==> config.mk <==
export PLATFORM = sky130hd
export DESIGN_NAME = msk_shares_recombine
export DESIGN_NICKNAME = d
export VERILOG_FILES = /design/src/rtl/msk_shares_recombine.sv
export SDC_FILE = /design/constraint.sdc
export NUM_CORES = 1
export LEC_CHECK = 0
export CAP_MARGIN = 20
export CORE_MARGIN = 5
export CORE_UTILIZATION = 56
export DETAILED_ROUTE_END_ITERATION = 10
export MAX_ROUTING_LAYER = met4
export PLACE_DENSITY = 0.87
export SYNTH_ARGS = -nofsm -noshare
export SYNTH_HDL_FRONTEND = slang
export SYNTH_SLANG_ARGS = --single-unit
==> constraint.sdc <==
create_clock -name clk -period 2.9 [get_ports clk]
set_clock_uncertainty 0.1 [all_clocks]
set_input_delay 0.58 -clock clk [delete_from_list [all_inputs] [get_ports clk]]
set_output_delay 0.58 -clock clk [all_outputs]
set_load 0.005 [all_outputs]
==> src/rtl/msk_shares_recombine.sv <==
// msk_shares_recombine
//
// Sequential unmasking stage. Takes a D-share Boolean sharing of an NBITS
// vector, folds it into an accumulator one share per clock, and presents the
// unmasked value and an all-zero flag on a valid/ready output.
//
// Only share 0 goes straight from the input port into the accumulator. Every
// other share is captured in share_reg first and then XORed in, one share per
// cycle. No combinational path ever XORs two shares of the same sharing
// together. The output port is forced to zero whenever the result is not
// final, so partial sums are never visible outside the block.
//
// Ports
//   clk          rising-edge clock
//   rst_n        asynchronous active-low reset
//   in_valid     in_sharing holds a valid sharing
//   in_ready     block is idle and can accept a sharing
//   in_sharing   D*NBITS bits; share i is at [i*NBITS +: NBITS]
//   out_valid    out_data / out_is_zero hold the final result
//   out_ready    downstream accepts the result
//   out_data     XOR of all shares; zero unless out_valid
//   out_is_zero  result is all-zero; low unless out_valid

module msk_shares_recombine #(
    parameter int D     = 2,
    parameter int NBITS = 128
) (
    input  logic                 clk,
    input  logic                 rst_n,
    input  logic                 in_valid,
    output logic                 in_ready,
    input  logic [D*NBITS-1:0]   in_sharing,
    output logic                 out_valid,
    input  logic                 out_ready,
    output logic [NBITS-1:0]     out_data,
    output logic                 out_is_zero
);

    localparam int CNT_W = (D > 2) ? $clog2(D) : 1;

    localparam logic [1:0] S_IDLE = 2'd0;
    localparam logic [1:0] S_ACC  = 2'd1;
    localparam logic [1:0] S_OUT  = 2'd2;

    localparam logic [CNT_W-1:0] CNT_LAST = CNT_W'(D - 1);

    logic [1:0]           state_q,     state_d;
    logic [D*NBITS-1:0]   share_reg_q, share_reg_d;
    logic [NBITS-1:0]     acc_q,       acc_d;
    logic [CNT_W-1:0]     cnt_q,       cnt_d;

    logic [NBITS-1:0]     share_sel;

    // The only share that ever meets acc: the stored one indexed by cnt.
    assign share_sel = share_reg_q[int'(cnt_q)*NBITS +: NBITS];

    // Next-state logic. The last ACC cycle holds cnt at D-1 rather than
    // incrementing it, so cnt never leaves the range of valid share indices.
    always_comb begin
        state_d     = state_q;
        share_reg_d = share_reg_q;
        acc_d       = acc_q;
        cnt_d       = cnt_q;

        case (state_q)
            S_IDLE: begin
                if (in_valid) begin
                    share_reg_d = in_sharing;
                    acc_d       = in_sharing[NBITS-1:0];
                    cnt_d       = CNT_W'(1);
                    state_d     = S_ACC;
                end
            end
            S_ACC: begin
                acc_d = acc_q ^ share_sel;
                if (cnt_q == CNT_LAST) begin
                    state_d = S_OUT;
                end else begin
                    cnt_d = cnt_q + CNT_W'(1);
                end
            end
            S_OUT: begin
                // Scrub the stored shares and the result once consumed.
                if (out_ready) begin
                    share_reg_d = '0;
                    acc_d       = '0;
                    cnt_d       = '0;
                    state_d     = S_IDLE;
                end
            end
            default: begin
                share_reg_d = '0;
                acc_d       = '0;
                cnt_d       = '0;
                state_d     = S_IDLE;
            end
        endcase
    end

    always_ff @(posedge clk or negedge rst_n) begin
        if (!rst_n) begin
            state_q     <= S_IDLE;
            share_reg_q <= '0;
            acc_q       <= '0;
            cnt_q       <= '0;
        end else begin
            state_q     <= state_d;
            share_reg_q <= share_reg_d;
            acc_q       <= acc_d;
            cnt_q       <= cnt_d;
        end
    end

    // The output gate keeps partial sums in acc away from the output port.
    assign in_ready    = (state_q == S_IDLE);
    assign out_valid   = (state_q == S_OUT);
    assign out_data    = out_valid ? acc_q : '0;
    assign out_is_zero = out_valid & ~|acc_q;

endmodule
==> run_results.csv <==
group,metric,value,unit
status,run_status,"finished with violations",
status,failing_checks,"negative setup slack",
timing,final.min_clock_period,3.18,ns
routing,vias_after_detailed_routing,16400,
synth,ys_ff_latch,387,
synth,post-synth-top-area-cell,"dfrtp_1",
synth,synthesis.yosys.warnings,0,
routing,first_iter_violations,1382,
finish,postLayoutCellArea,24800,um^2
floorplan,initial_utilization,56.5,%
floorplan,core_area,32500,um^2
clocking,max-clock-path-buffers,3,
finish,area.growth.synth_to_final,35.4,%
placed_design,dpl_cell_area,23200,um^2
critical_path,end_kind,"primary output",
placed_design,port_buffers,390,
floorplan,ios,391,
critical_path,critical_path_buf_inv_count,2,
synth,post_synth_top_area_share,52.8,%
timing,report.final.hold_viol_count,0,
hold_path,worstHoldPathType,"flip-flop to flip-flop",
grt,first_global_vias,16700,
pwr,design_power_total,0.0267,W
finish,instances_no_fill,2775,
critical_path,crit-reg2reg-launch,"state_q[1]$_DFFE_PN0P_",
timing,worst_slew_pin_slew,0.709,ns
clocking,cts_max_level,2,
pwr,cellLeakagePower,12.4,nW
pwr,worst_case_vdd_ir_drop,0.726,mV
timing,slew-limit-headroom,52.7,%
placed_design,gp_routability_congestion,0.909,
pwr,powerDensity,1080,nW/um^2
critical_path,timing_worst_setup_path_type,"flip-flop to primary output",
synth,ys_seq_area_share,52.8,%
synth,post_synth_instance_area,18300,um^2
routing,route.detailed.wl_per_inst,21.6,um
hold_path,worstHoldStart,"share_reg_q[19]$_DFFE_PN0P_",
finish,multiInputGateArea,8040,um^2
critical_path,rr_endpoint,"acc_q[54]$_DFFE_PN0P_",
routing,routed_wirelength,59.9,mm
routing,drt_drc,0,
floorplan,die_w,191,um
critical_path,timing.reg2reg.setup_slack,0.61,ns
critical_path,critical-path-top-delay-family,"simple AND/OR/NAND/NOR gates",
placed_design,place_inst,2671,
clocking,worst_setup_hold_path_clk_slew,0.06,ns
synth,post_synth_main_area_contributors,"dfrtp_1, nand2_1, mux2i_1",
finish,final_core_utilization,76.5,%
grt,groute.usage.overall,33.0,%
clocking,worstSkewPairLatency,0.53,ns
clocking,clock-sinks,387,
grt,global_route_wire_length_before_repair,92.4,mm
critical_path,timing.critical_path.slowest_cell_delay,0.59,ns
finish,nFillCells,2149,
grt,pin_count_of_the_biggest_net_entering_global_routing,131,
timing,rsz0062_at_grt,"yes",
synth,syn-instance-count,1857,
floorplan,die-height,191,um
timing,finalCritPeriodShare,110,%
routing,detail-route-antenna-nets,0,
timing,hold_ws,0.363,ns
critical_path,r2r.worst_path.cells,7,
synth,postSynthNetCount,2117,
hold_path,hold-path-endpoint,"share_reg_q[19]$_DFFE_PN0P_",
synth,synth_area_per_inst,9.87,um^2
critical_path,worstPathMaxFanout,2,
floorplan,num_rows,66,
grt,grt.overflow.total,0,
critical_path,cp_required,2.22,ns
synth,synth_cell_type_count,31,
routing,vias_per_cell,5.91,
timing,final_number_of_setup_violating_endpoints,1,
clocking,clk_root_buffer_cell,"clkbuf_16",
finish,finish.net_count,2550,
clocking,tritoncts,"built",
critical_path,timing.critical_path.from_type,"flip-flop",
flow_run,maxCapViolCount,0,
timing,layout_setup_ws,-0.283,ns
timing,number_of_slew_limit_violations_in_the_final_report,0,
critical_path,timing.critical_path.arrival,2.50,ns
critical_path,critical-path-slowest-cell,"or4_4",
clocking,cts-buffers-inserted,41,
routing,drt_pre_antenna_iters,5,
critical_path,critical_path.cell_chain,"nor4_2 > buf_4 > nand4_1 > or4_4 > nor3_4 > buf_2",
hold_path,hold_depth,2,
floorplan,dieArea,36400,um^2
placed_design,detailed_place_hpwl,40.2,mm
grt,grt_antenna_before_repair,15,
finish,sequential_cell_area,9690,um^2
finish,final_layout_size_suffix_gt1_share,9.32,%
timing,achievable-frequency,0.314,GHz
[stage by stage]
stage / TNS, ns / setup WS, ns
2_1_floorplan: 0 / 0.785
3_3_place_gp: -0.274 / -0.274
3_5_place_dp: -0.240 / -0.240
4_1_cts: -0.264 / -0.264
5_1_grt: -0.401 / -0.401
6_report: -0.283 / -0.283
[registers in the layout, summed over array words and instances (netlist names)]
register and count:
acc_q 128, state_q 2, share_reg_q 256, cnt_q 1
[cells in the mapped netlist (all sizes together)]
library cell    n
nor4b           1
nand4           7
nand2         385
clkbuf         46
a21oi           1
mux2i         130
o21ai         130
nor3            1
nand2b          1
or2             1
nand3         128
and3            1
inv             2
nor4           31
nor3b           1
and2          129
a211oi          1
dfrtp         387
nor2            5
buf            83
or4             2
a22o          128
or3           127
o22ai           1
nor2b         127
o31ai           1
[worst max path at each step]
stage / from / end / slack, ns / cells after the start
CTS: acc_q[106]$_DFFE_PN0P_ / out_is_zero / -0.26 / 6
floorplan: acc_q[75]$_DFFE_PN0P_ / out_is_zero / 0.78 / 4
global placement: acc_q[10]$_DFFE_PN0P_ / out_is_zero / -0.27 / 6
global route: acc_q[106]$_DFFE_PN0P_ / out_is_zero / -0.40 / 6
detailed placement: acc_q[61]$_DFFE_PN0P_ / out_is_zero / -0.24 / 6
finish: acc_q[106]$_DFFE_PN0P_ / out_is_zero / -0.28 / 6
[repair_timing]
| item | 4_1_cts | 5_1_grt |
|---|---|---|
| resized for setup | 134 | 6 |
| setup endpoints to repair | 129 | 9 |
| pin swaps | 6 | 1 |
| hold buffers | 1 | 0 |
| endpoints found under the hold margin | 54 | 0 |
| gates cloned | 6 | 0 |
| buffers inserted | 10 | 1 |
[layer usage]
metal	global-route usage, %	up-vias	part of all wire, %
met4	16.6	0	5.3
met5	-	-	0
met1	42.4	8116	39
met2	51.3	826	48
met3	5.68	179	7.6
li1	-	7293	-
[cell families (layout without fill, tap and decap cells)]
family                 count (synthesis)  count (layout)  synth area share [%]
AO/OA/AOI/OAI                        262             262                  9.94
buffers and inverters                131             592                  3.85
flip-flops                           387             387                  52.8
multiplexers                         130             130                  7.10
other                                  0              15                     0
AND/OR/NAND/NOR                      947             947                  26.3
[worst register-to-register path, cell delays in order (launching register included)]
cell and delay (ns):
dfrtp_1 0.37, buf_6 0.12, buf_4 0.17, nand2b_4 0.46, buf_4 0.47, nor2b_1 0.14, o21ai_0 0.21, nand3_1 0.13
[cell usage in the layout (no fill, tap or decap), types with 2 or more instances in the layout]
| cell type | Yosys | routed |
|---|---|---|
| dfrtp_1 | 387 | 386 |
| nand2_1 | 385 | 385 |
| clkdlybuf4s50_1 | 0 | 286 |
| mux2i_1 | 130 | 130 |
| nand3_1 | 128 | 128 |
| a22o_1 | 128 | 128 |
| or3_1 | 127 | 127 |
| nor2b_1 | 127 | 127 |
| and2_1 | 128 | 119 |
| dlygate4sd2_1 | 0 | 100 |
| o21ai_0 | 99 | 99 |
| buf_4 | 30 | 95 |
| clkbuf_16 | 0 | 41 |
| o21ai_1 | 31 | 31 |
| nor4_1 | 31 | 24 |
| buf_12 | 0 | 22 |
| diode_2 | 0 | 15 |
| clkbuf_1 | 38 | 12 |
| and2_4 | 1 | 10 |
| clkinv_2 | 0 | 8 |
| nand4_1 | 7 | 7 |
| clkbuf_8 | 0 | 7 |
| nor4_2 | 0 | 6 |
| buf_16 | 0 | 6 |
| nor2_1 | 5 | 4 |
| or4_4 | 0 | 2 |
| bufinv_16 | 0 | 2 |
| bufbuf_16 | 0 | 2 |
| buf_8 | 0 | 2 |
| dlymetal6s2s_1 | 0 | 2 |
| buf_6 | 4 | 2 |
[where the power goes]
part / switching (W) / total (W) / internal, W
clock network: 0.00210 / 0.00506 / 0.00296
registers: 0.00190 / 0.00995 / 0.00805
logic: 0.00616 / 0.0117 / 0.00554
[area by class of cell]
| cell class | instances | share of cell area (%) |
|---|---|---|
| Sequential cell | 387 | 39.0 |
| Multi-Input combinational cell | 1339 | 32.4 |
| Timing Repair Buffer | 519 | 21.0 |
| Clock buffer | 60 | 4.70 |
| Tap cell | 442 | 2.23 |
| Clock inverter | 11 | 0.434 |
| Antenna cell | 15 | 0.151 |
| Inverter | 2 | 0.0303 |
Note: power is estimated with default switching activity, not from simulation.
==> patch: new RTL, config.mk and constraints unchanged <==
Change the parameter `NBITS` from 128 to 136.
--- a/src/rtl/msk_shares_recombine.sv
+++ b/src/rtl/msk_shares_recombine.sv
@@ -25,3 +25,3 @@
     parameter int D     = 2,
-    parameter int NBITS = 128
+    parameter int NBITS = 136
 ) (
Ports: changed (resized in_sharing and out_data); port bits go from 391 to 415. The function was not compared with the original's and may differ.
==> patch against the original RTL <==
  * The run still ends with setup timing left
  * Largest cell class unchanged
  * Critical path type unchanged
  * Maximum frequency fell by 0.61%
  * Setup slack got worse by 0.019 ns
  * Area after synthesis rose by 6.5%
  * Wire length rose by 20%
  * Non-clock buffer count rose by 85
  * Total power rose by 10%
  * Count of clock-buffer cells in the layout fell by 3
  * Final cell count rose by 5.3%
  * Sequential cell count rose by 24
  * Final area rose by 9.9%
==> patch: results (changes against the original RTL) <==
[outcome]
outcome = complete, but fails checks  ; unchanged
failed_checks = setup timing  ; unchanged

[finish]
layout-drive-gt1-share = 0.146  ; was 0.0932
final_cells = 2923  ; was 2775
reg_top3 = share_reg_q (272), acc_q (136), state_q (2)  ; was share_reg_q (256), acc_q (128), state_q (2)
nNetsFinal = 2700  ; was 2550

[critical_path]
startpoint = acc_q[78]  ; was acc_q[106]
reg2reg_to = acc_q[55]  ; was acc_q[54]
r2r_setup_slack_ns = 0.27  ; was 0.61 ns
r2r_cells = 6  ; was 7
arrival_ns = 2.52  ; was 2.50 ns

[drt]
wl_per_cell_um = 24.6  ; was 21.6 µm
dr.pass1.iters = 6  ; was 5
drt_iter0_drc = 1554  ; was 1382
num_vias = 18201  ; was 16.4k

[logic_synthesis]
synth.net_count = 2199  ; was 2117
synth_area_leaders = dfrtp_1 53%, nand2_1 7.8%, mux2i_1 6.9%  ; was dfrtp_1 53%, nand2_1 7.9%, mux2i_1 7.1%
ys_types = 33  ; was 31
syn_avg_cell_area_um2 = 10.2  ; was 9.87 µm²
synth.yosys.seq_area_share = 0.527  ; was 0.528

[placed_design]
gp_congestion = 0.914  ; was 0.909
dp_cells = 2780  ; was 2671
hpwl_mm = 43.7  ; was 40.2 mm
port-buffer-count = 414  ; was 390
post_dp_cell_area_um2 = 24900  ; was 23200 µm²

[global_route]
grt_pass1_vias = 18621  ; was 16.7k
antenna_found_initial = 16  ; was 15
grt_pass1_wl_mm = 110  ; was 92.4 mm
grt_max_degree = 99  ; was 131
track_usage = 0.374  ; was 0.330

[clock_network]
cts_buffer_depth = 3  ; unchanged
cts_made_buffers = 44  ; was 41

[power]
p_leak_nw = 13.2  ; was 12.4 nW
worst_ir_drop_vdd_mv = 0.709  ; was 0.726 mV

[sta]
setup_slack_ns = -0.302  ; was -0.283 ns
setup_violations = 1  ; unchanged

[min_path]
hold_class = reg -> reg  ; unchanged

## patch: cell types whose count changed after synthesis, moves of 11 or more
cell / delta
nand3_1: -127
or3_1: -125
o311ai_0: +74
o21ai_0: +57
a22oi_1: +39
xnor2_1: +39
dfrtp_1: +24
buf_2: +22
clkbuf_1: +22
o311ai_1: +22
nand2_1: +21
buf_4: -19
o21ai_1: -11
## patch: worst min-delay path by stage
stage                            endpoint  slack, ns  depth (start not counted)
after floorplan                  acc_q[0]       0.18                          0
final                     share_reg_q[71]       0.37                          2
after CTS                 share_reg_q[24]       0.38                          2
after global placement    share_reg_q[48]       0.36                          2
after detailed placement  share_reg_q[26]       0.36                          2
after global routing      share_reg_q[26]       0.39                          2
## patch: routing by layer
layer	track usage	part of all wire
met1	0.460	0.36
met2	0.592	0.47
met5	-	0
met4	0.184	0.062
met3	0.0783	0.10
## patch: kinds of logic (layout without fill, tap and decap cells)
logic type                after synthesis  in the layout  share of synthesized area
AOI/OAI and AO/OA                     452            452                      0.166
xor gates and xnor gates               39             39                     0.0175
buffers and inverters                 150            680                     0.0356
DFF                                   411            411                      0.527
muxes                                 136            136                     0.0698
other                                   0             15                          0
and+or+nand+nor                       735            735                      0.184
## patch: power breakdown
| part | leakage, nW | switching (W) | internal [W] |
|---|---|---|---|
| combinational | 7.20 | 0.00749 | 0.00647 |
| sequential | 5.28 | 0.00174 | 0.00809 |
| clock | 0.715 | 0.00233 | 0.00336 |
## patch: repair_timing
item                                    in CTS  in global routing
gates cloned                                23                  0
setup buffers                               30                  2
gates resized for setup                    283                 58
endpoints found under the hold margin       50                  0
endpoints found under the setup margin     139                 64
pin swaps                                    9                  6
hold buffers                                 1                  0
## patch: worst reg2reg max path, stage by stage, from the launching register on
cell and delay [ns]:
dfrtp_2 0.35, buf_4 0.50, nand2b_4 0.30, buf_4 0.67, nor2b_1 0.17, o21ai_0 0.18
o311ai_1 0.19
## patch: cell type report
class	count	area, µm²
sequential	411	10300
multi-input combinational	1362	8730
fill	2196	7200
timing repair buffer	604	6180
clock buffer	57	1240
tap	455	569
clock inverter	18	203
antenna	15	37.5
inverter	1	3.75
## patch: per-stage QoR
step | power [W] | worst slack (ns) | utilization | TNS (ns) | hold slack (ns)
floorplan | 0.0167 | 0.752 | - | 0 | 0.184
global placement | 0.0213 | -0.267 | 0.723 | -0.267 | 0.356
detailed placement | 0.0219 | -0.304 | 0.723 | -0.304 | 0.362
CTS | 0.0292 | -0.359 | 0.793 | -0.564 | 0.376
global route | 0.0309 | -0.408 | 0.791 | -0.425 | 0.393
finish | 0.0295 | -0.302 | 0.791 | -0.302 | 0.374
